### src/rtl/pipelined_barrel_shifter.sv
// Pipelined barrel shifter. Each stage shifts by one power of two (LSB of the amount first).
// A single advance enable freezes the whole pipe under back-pressure.
module pipelined_barrel_shifter #(
    parameter  int WIDTH = 8,
    localparam int SW    = $clog2(WIDTH)
) (
    input  logic             clk,
    input  logic             rst_n,
    input  logic             in_valid,
    output logic             in_ready,
    input  logic [WIDTH-1:0] in_data,
    input  logic [SW-1:0]    in_amt,
    input  logic [1:0]       in_mode,
    output logic             out_valid,
    input  logic             out_ready,
    output logic [WIDTH-1:0] out_data,
    output logic             out_zero
);

    localparam logic [1:0] MODE_SLL = 2'b00;
    localparam logic [1:0] MODE_SRL = 2'b01;
    localparam logic [1:0] MODE_SRA = 2'b10;

    logic [WIDTH-1:0] r_data  [SW];
    logic [SW-1:0]    r_amt   [SW];
    logic [1:0]       r_mode  [SW];
    logic [SW-1:0]    r_valid;
    logic             w_adv;
    logic             w_unused;

    function automatic logic [WIDTH-1:0] shiftStage(
        input logic [WIDTH-1:0] data,
        input logic [1:0]       mode,
        input int               sh
    );
        logic [WIDTH-1:0] res;
        case (mode)
            MODE_SLL: res = data << sh;
            MODE_SRL: res = data >> sh;
            MODE_SRA: res = $signed(data) >>> sh;
            default:  res = (data << sh) | (data >> (WIDTH - sh));
        endcase
        return res;
    endfunction

    assign w_adv     = !r_valid[SW-1] || out_ready;
    assign in_ready  = w_adv;
    assign out_valid = r_valid[SW-1];
    assign out_data  = r_data[SW-1];
    assign out_zero  = r_valid[SW-1] && (r_data[SW-1] == '0);

    // The last stage has no further use for amount/mode; fold them into an unused sink.
    assign w_unused = ^{r_amt[SW-1], r_mode[SW-1]};

    // The amount travels down the pipe shifted right, so every stage inspects bit 0.
    always_ff @(posedge clk or negedge rst_n) begin
        if (!rst_n) begin
            r_valid <= '0;
            for (int k = 0; k < SW; k++) begin
                r_data[k] <= '0;
                r_amt[k]  <= '0;
                r_mode[k] <= '0;
            end
        end else if (w_adv) begin
            r_valid[0] <= in_valid;
            r_data[0]  <= in_amt[0] ? shiftStage(in_data, in_mode, 1) : in_data;
            r_amt[0]   <= in_amt >> 1;
            r_mode[0]  <= in_mode;
            for (int k = 1; k < SW; k++) begin
                r_valid[k] <= r_valid[k-1];
                r_data[k]  <= r_amt[k-1][0] ? shiftStage(r_data[k-1], r_mode[k-1], 1 << k)
                                            : r_data[k-1];
                r_amt[k]   <= r_amt[k-1] >> 1;
                r_mode[k]  <= r_mode[k-1];
            end
        end
    end

endmodule

### config.mk
export PLATFORM = sky130hd
export DESIGN_NAME = pipelined_barrel_shifter
export DESIGN_NICKNAME = d
export VERILOG_FILES = /design/src/rtl/pipelined_barrel_shifter.sv
export SDC_FILE = /design/constraint.sdc
export NUM_CORES = 1
export LEC_CHECK = 0
export BUFFER_PORTS_ARGS = -buffer_cell sky130_fd_sc_hd__buf_2
export CORE_MARGIN = 4
export CORE_UTILIZATION = 45
export CTS_CLUSTER_SIZE = 8
export DETAILED_ROUTE_END_ITERATION = 8
export GPL_TIMING_DRIVEN = 0
export PLACE_DENSITY = 0.66
export SLEW_MARGIN = 10
export SYNTH_ARGS = -nofsm -noshare
export SYNTH_HDL_FRONTEND = slang
export SYNTH_SLANG_ARGS = --single-unit
### constraint.sdc
create_clock -name clk -period 1.6 [get_ports clk]
set_input_delay 0.48 -clock clk [delete_from_list [all_inputs] [get_ports clk]]
set_output_delay 0.48 -clock clk [all_outputs]
set_load 0.02 [all_outputs]
# Word level (Yosys, flattened, before mapping)
# Index checks and enable logic that the tools add are counted.
totals:
  register_bits: 34
  in_bits: 17
  out_inout_bits: 11
  elab_cells: 30
op_classes:
  eq_ne: 6
  muxes: 6
  bitwise: 3
  reduce_logical: 7
op_table:
  columns: ["cell", "n"]
  rows:
  - ["one-hot mux 8 bit (3 select lines)", 3]
  - ["two-way mux 8 bit", 3]
  - ["logical NOT 8 bit", 1]
  - ["bitwise OR 8 x 1 -> 8 bit", 1]
  - ["bitwise OR 8 x 2 -> 8 bit", 1]
  - ["bitwise OR 8 x 4 -> 8 bit", 1]
  - ["== test 2 x 1 -> 1 bit, second input constant", 3]
  - ["== test 2 bit, second input constant", 3]
  - ["logical NOT 2 bit", 3]
  - ["logical AND 1 bit", 1]
  - ["logical NOT 1 bit", 1]
  - ["logical OR 1 bit", 1]

# Depth between registers and ports, before layout
# Gate-level depths: netlist of the first run.
depth:
  word_depth: 3
  depth_mapped: 6
  depth_no_buf: 5

# Worst setup path after synthesis of the first run
# OpenSTA, ideal clock, no wires.
synth_timing:
  path_kind: "register to output"
  start: "register r_data, in the netlist out_data[3]"
  end: "output port out_zero"
  arrival_ns: 1.565
  required_time_ns: 1.120
  slack_ns: -0.445
  path_stages_with_launch: 3
  n_path_buf: 0
  cell_sequence: "dfrtp_1 or4_1 nor4_1"
synth_between:
  elab_chain_cells: 2
synth_lines:
  columns: ["element", "line", "text"]
  rows:
  - ["start, declared", "24", "logic [WIDTH-1:0] r_data [SW];"]
  - ["start signal, assigned by index", "71", "r_data[k] <= r_amt[k-1][0] ? shiftStage(r_data[k-1], r_mode[k-1], 1 << k)"]
  - ["logical NOT 8 bit", "50", "assign out_zero = r_valid[SW-1] && (r_data[SW-1] == '0);"]
  - ["logical AND 1 bit", "50", null]
  - ["end, declared", "17", "output logic out_zero"]
# No other way between the ends.

# Worst setup path after layout of the first run
layout_timing:
  start: "register r_data, in the netlist out_data[4]"
  end: "output port out_zero"
# Same word-level chain as after synthesis.

==> results_dict.tcl, run 1 <==
set metrics [dict create \
    hold_path.class "primary input to async pin" \
    via_per_inst 5.273 \
    wl_per_cell_um 13.66 \
    max_clock_freq_mhz 504.2 \
    postCtsHoldBufs 0 \
    yosys_register_bits 34 \
    avgSynthCellArea_um2 9.079 \
    tritoncts "yes" \
    synth.distinct_cells 26 \
    fin_cells 289 \
    cts.clk_slew.worst_paths_ps 70 \
    vdd_drop_max_uv 579.5 \
    core_um2 3799 \
    totalWireLength_um 3949 \
    row_count 22 \
    post-route-period-util_pct 124.0 \
    netlist_area_um2 1843 \
    drv_cap 0 \
    status "finished, violations left" \
    drv_slew 0 \
    cp_max_fo 2 \
    relSlewSlack_pct 50.13 \
    violations "setup timing" \
    clockRootBuffer "clkbuf_8" \
    start_kind "register" \
    synthesis.nets 220 \
    cp.required_ps 1120 \
    syn_inst 203 \
    ff_latch_area_um2 850.8 \
    arrival_ps 1500 \
    finalPower_w 0.003831 \
    hold_violations 0 \
    gp_congestion 0.8865 \
    multi_input_area_um2 889.6 \
    hpwl_um 2919 \
    fin_nets 257 \
    worst_slack_ps -383.3 \
    dieArea_um2 5183 \
    htreeDepth 2 \
    ys_warn_count 0 \
    worst_pin_slew_ps 748.0 \
    initial_utilization_pct 48.52 \
    grt_max_degree 35 \
    ys_seq_area_share_pct 46.16 \
    antenna_left 0 \
    rsz0062_at_grt "true" \
    clk_latency_ps 290 \
    die_x_um 72.00 \
    grt_usage_pct 16.48 \
    antenna_found_initial 0 \
    dp_cells 278 \
    cts_made_buffers 5 \
    grt_pass1_vias 1415 \
    finalCriticalPeriod_ps 1983 \
    clk_path_buf_depth 2 \
    p_per_area_nw_per_um2 1736 \
    drt-initial-drc-count 50 \
    critPathCaptureType "output pin" \
    drive_gt1_share_pct 26.14 \
    fp.dieH_um 72.00 \
    drc 0 \
    ios 28 \
    drt_first_pass_iters 4 \
    diodes 0 \
    clock-sinks 34 \
    power_leakage_nw 1.096 \
    synthToLayoutAreaGrowth_pct 19.76 \
    num_vias 1524 \
    skew_ps 2.833 \
    fillers 362 \
    ff2ff_setup_slack_ps 120 \
    io_buffers 27 \
    crit_type "register to output pin" \
    setup_violations 2 \
    overflow 0 \
    grt_pass1_wl_um 6658 \
]
==> metrics by stage <==
| step | TNS [ps] | worst slack, ps | util, % | instance area [µm²] | hold slack (ps) |
|---|---|---|---|---|---|
| 3_3_place_gp | -1167 | -176.9 | 54.15 | 2057 | 449.7 |
| 3_5_place_dp | -1231 | -185.8 | 54.15 | 2057 | 460.6 |
| 5_1_grt | -515.1 | -454.5 | 58.10 | 2207 | 322.3 |
| 4_1_cts | -431.4 | -402.1 | 58.14 | 2208 | 273.4 |
| 2_1_floorplan | -64.29 | -64.29 | - | 1862 | 184.4 |
| 6_report | -383.9 | -383.3 | 58.10 | 2207 | 253.7 |
==> cell type report <==
type	instances	share of cell area [%]
Clock buffer	6	3.741
Multi-Input combinational cell	144	40.31
Sequential cell	34	38.55
Clock inverter	2	0.5669
Buffer	20	5.556
Inverter	4	0.6803
Timing Repair Buffer	31	7.880
Tap cell	48	2.721
==> timing repair <==
| action | CTS | global route |
|---|---|---|
| buffers inserted | 4 | 0 |
| cloned | 0 | 0 |
| gates resized for setup | 9 | 3 |
| endpoints found under the setup margin | 2 | 8 |
==> worst max-delay path: stages (launching register included) <==
cell	delay, ps
dfrtp_1	370
or4_4	540
nor4_4	130
buf_4	170
==> cell usage in the layout (no fill, tap or decap), drive strengths merged, types with 2 or more instances in the layout <==
master and count:
buf 45, dfrtp 34, nand2 32, o21ai 28, a21oi 17, a21o 14
mux2i 13, nor2 12, clkbuf 12, a221oi 4, mux2 4, a22oi 4
inv 4, xnor2 3, nor2b 3, o22ai 2, nand3 2, o211ai 2
==> worst paths after layout <==
kind                            cells after the start         from          end
worst max-delay path                                3  out_data[4]     out_zero
worst min-delay path                                1        rst_n  out_data[2]
worst max register to register                      5    r_mode[5]   r_data[10]
worst min register to register                      2   r_valid[0]   r_valid[0]
max in group asynchronous                           1        rst_n   r_data[16]
min in group clk                                    3     in_valid   r_valid[0]
==> cell usage after synthesis <==
library cell	instances	area, µm²
nand2_1	32	120.1
a221oi_1	4	35.03
nand2b_1	1	6.260
a22oi_1	4	30.03
o211ai_1	2	15.01
maj3_1	1	10.01
nor4_1	1	6.260
clkbuf_1	8	30.03
a21oi_1	17	85.08
dfrtp_1	34	850.8
o22ai_1	2	12.51
buf_1	1	3.750
nand3_1	2	10.01
buf_2	4	20.02
buf_4	8	60.06
mux2_2	4	45.04
a21o_1	14	105.1
nor2_1	12	45.04
o21ai_0	27	135.1
inv_1	4	15.01
nor2b_1	3	18.77
xnor2_2	2	32.53
mux2i_1	13	130.1
xnor2_1	1	8.760
or4_1	1	7.510
o21ai_1	1	5.000
==> layer usage <==
layer  routed length, µm  share of wire [%]  vias to the layer above  global-route usage, %
met5                   0                  0                        -                      0
met4                 106                2.7                        0                  9.186
met3                 216                5.5                        7                  2.909
met2                1975                 50                       40                  27.96
met1                1650                 42                      700                  19.70
li1                    -                  -                      777                      -
==> state kept, by name, summed over array words and instances, names as in the netlist <==
name      flops
out_data      8
r_valid       3
r_mode        4
r_data       16
r_amt         3
==> logic make-up after synthesis <==
family | share of synthesized area, %
mux | 9.504
fa+ha+maj | 0.5431
xor+xnor | 2.240
compound gates | 22.95
buf+inv | 6.992
flops | 46.16
simple gates | 11.61
==> power by group <==
part           internal (W)  total (W)  leakage [nW]  switching (W)
clock network      0.000345   0.000653        0.0472       0.000308
registers           0.00120    0.00151         0.405       0.000314
logic              0.000796    0.00166         0.644       0.000867
No activity file was read; power rests on OpenSTA's default activity.
==> run 2: changes to the inputs <==
Settings changed: CORE_UTILIZATION 45 to 56, GPL_ROUTABILITY_DRIVEN set to 0, PLACE_DENSITY 0.66 to 0.79.
==> run 2 against run 1 <==
- the flow still finishes with violations (setup timing)
- worst setup slack worse by 83 ps
- via count is 1.8% higher
- critical path depth stayed put
- hold slack worse by 75 ps
- die area is 18% lower
- utilization is 14 points higher
- largest cell class unchanged
- wire length is 1.7% lower
- sequential power hardly changed
==> results_dict.tcl, run 2 (synthesized netlist as in run 1, its figures left out) <==
set metrics [dict create \
    power_leakage_nw 1.104 \
    tritoncts "yes" \
    antenna_found_initial 0 \
    worst_slack_ps -465.9 \
    relSlewSlack_pct 52.03 \
    diodes 0 \
    drt-initial-drc-count 60 \
    drv_slew 0 \
    drive_gt1_share_pct 25.62 \
    largest_register_ff_count 16 \
    drv_cap 0 \
    violations "setup timing" \
    clk_latency_ps 350 \
    skew_ps 15.08 \
    io_buffers 27 \
    wl_per_cell_um 13.58 \
    hpwl_um 2899 \
    dieArea_um2 4273 \
    grt_pass1_vias 1549 \
    die_x_um 65.37 \
    synthToLayoutAreaGrowth_pct 21.05 \
    layout_common_cells "dfrtp_1 (34), nand2_1 (32), o21ai_0 (27), buf_2 (26), a21oi_1 (17)" \
    arrival_ps 1590 \
    clockRootBuffer "clkbuf_4" \
    worst_pin_slew_ps 719.6 \
    htreeDepth 2 \
    cts.clk_slew.worst_paths_ps 110 \
    final_area_um2 2231 \
    crit_type "register to output pin" \
    num_vias 1552 \
    ios 28 \
    hold_violations 0 \
    r2r_cells 5 \
    cp_max_fo 2 \
    grt_max_degree 35 \
    final_common_cell "dfrtp_1" \
    row_count 20 \
    clock-sinks 34 \
    tns_ps -619.5 \
    grt_pass1_wl_um 6879 \
    via_per_inst 5.427 \
    hold_path.class "primary input to async pin" \
    setup_violations 3 \
    overflow 0 \
    slowest_stage "or4_4" \
    grt_usage_pct 21.04 \
    drc 0 \
    drt_first_pass_iters 4 \
    max_stage_delay_ps 550 \
    max_clock_freq_mhz 484.1 \
    cp_cell_sequence "or4_4, nor4_4, buf_4" \
    p_per_area_nw_per_um2 1762 \
    rsz0062_at_grt "true" \
    critPathCaptureType "output pin" \
    cts_made_buffers 5 \
    place_area_um2 2052 \
    start_kind "register" \
    fp.dieH_um 65.37 \
    initial_utilization_pct 59.40 \
    vdd_drop_max_uv 667.1 \
    finalCriticalPeriod_ps 2066 \
    totalWireLength_um 3883 \
    core_um2 3103 \
    cp.required_ps 1120 \
    status "finished, violations left" \
    clk_path_buf_depth 2 \
    antenna_left 0 \
    post-route-period-util_pct 129.1 \
    fin_nets 258 \
    top_register "r_data" \
]
==> run 2: changes by cell type in the layout (fill, tap and decap cells not counted), moves of 2 or more <==
cell      before  now
clkbuf_4       0    5
buf_2         29   26
buf_6          1    7
buf_4         13   11
clkbuf_1       5    7
clkbuf_8       6    0
==> run 2: repair_timing <==
item | in CTS | in global routing
hold endpoints to repair | 0 | 0
buffers inserted | 4 | 2
gates resized for setup | 13 | 9
endpoints found under the setup margin | 2 | 13
hold buffers | 0 | 0
==> run 2: area by class of cell <==
type / count / area [µm²]
well taps: 44 / 55.05
multi-input cells: 144 / 900.9
clock buffers: 7 / 45.04
fillers: 277 / 872.1
clock inverters: 1 / 30.03
repair buffers: 32 / 207.7
flip-flops and latches: 34 / 850.8
plain buffers: 20 / 126.4
inverters: 4 / 15.01
==> run 2: stage by stage <==
step	std cells	hold slack, ps	worst slack [ps]	util, %	power, W
5_1_grt	286	240.5	-531.4	71.90	0.004237
4_1_cts	286	204.8	-466.5	70.77	0.003854
2_1_floorplan	203	184.4	-64.29	-	0.002686
3_5_place_dp	274	452.9	-171.7	66.13	0.003126
3_3_place_gp	274	448.8	-178.9	66.13	0.003060
6_report	286	178.8	-465.9	71.90	0.003930
==> run 2: power breakdown <==
part / total [W] / switching (W) / internal (W)
combinational: 0.00180 / 0.000905 / 0.000894
sequential: 0.00152 / 0.000319 / 0.00120
clock: 0.000614 / 0.000282 / 0.000331
==> run 2: worst paths after layout <==
path / startpoint / endpoint / slack [ps]
min in group clk: in_valid / r_valid[0] / 320
hold / removal: rst_n / r_data[8] / 180
hold reg to reg: r_valid[1] / r_valid[2] / 470
max in group asynchronous: rst_n / r_data[20] / 940
setup reg to reg: r_mode[4] / r_data[15] / 90
setup / recovery: out_data[4] / out_zero / -470
==> run 2: per-layer routing <==
layer  global-route usage [%]  wire length, µm  vias up
li1                         -                -      778
met1                    22.36             1586      737
met2                    39.32             2069       30
met5                        0                0        -
met4                    9.067               70        0
met3                    4.786              157        7
==> run 2: critical path: cells and delay by family, from the launching register on <==
kind                   cells  cell delay [ps]
buffers and inverters      1              180
DFF                        1              390
and+or+nand+nor            2              690
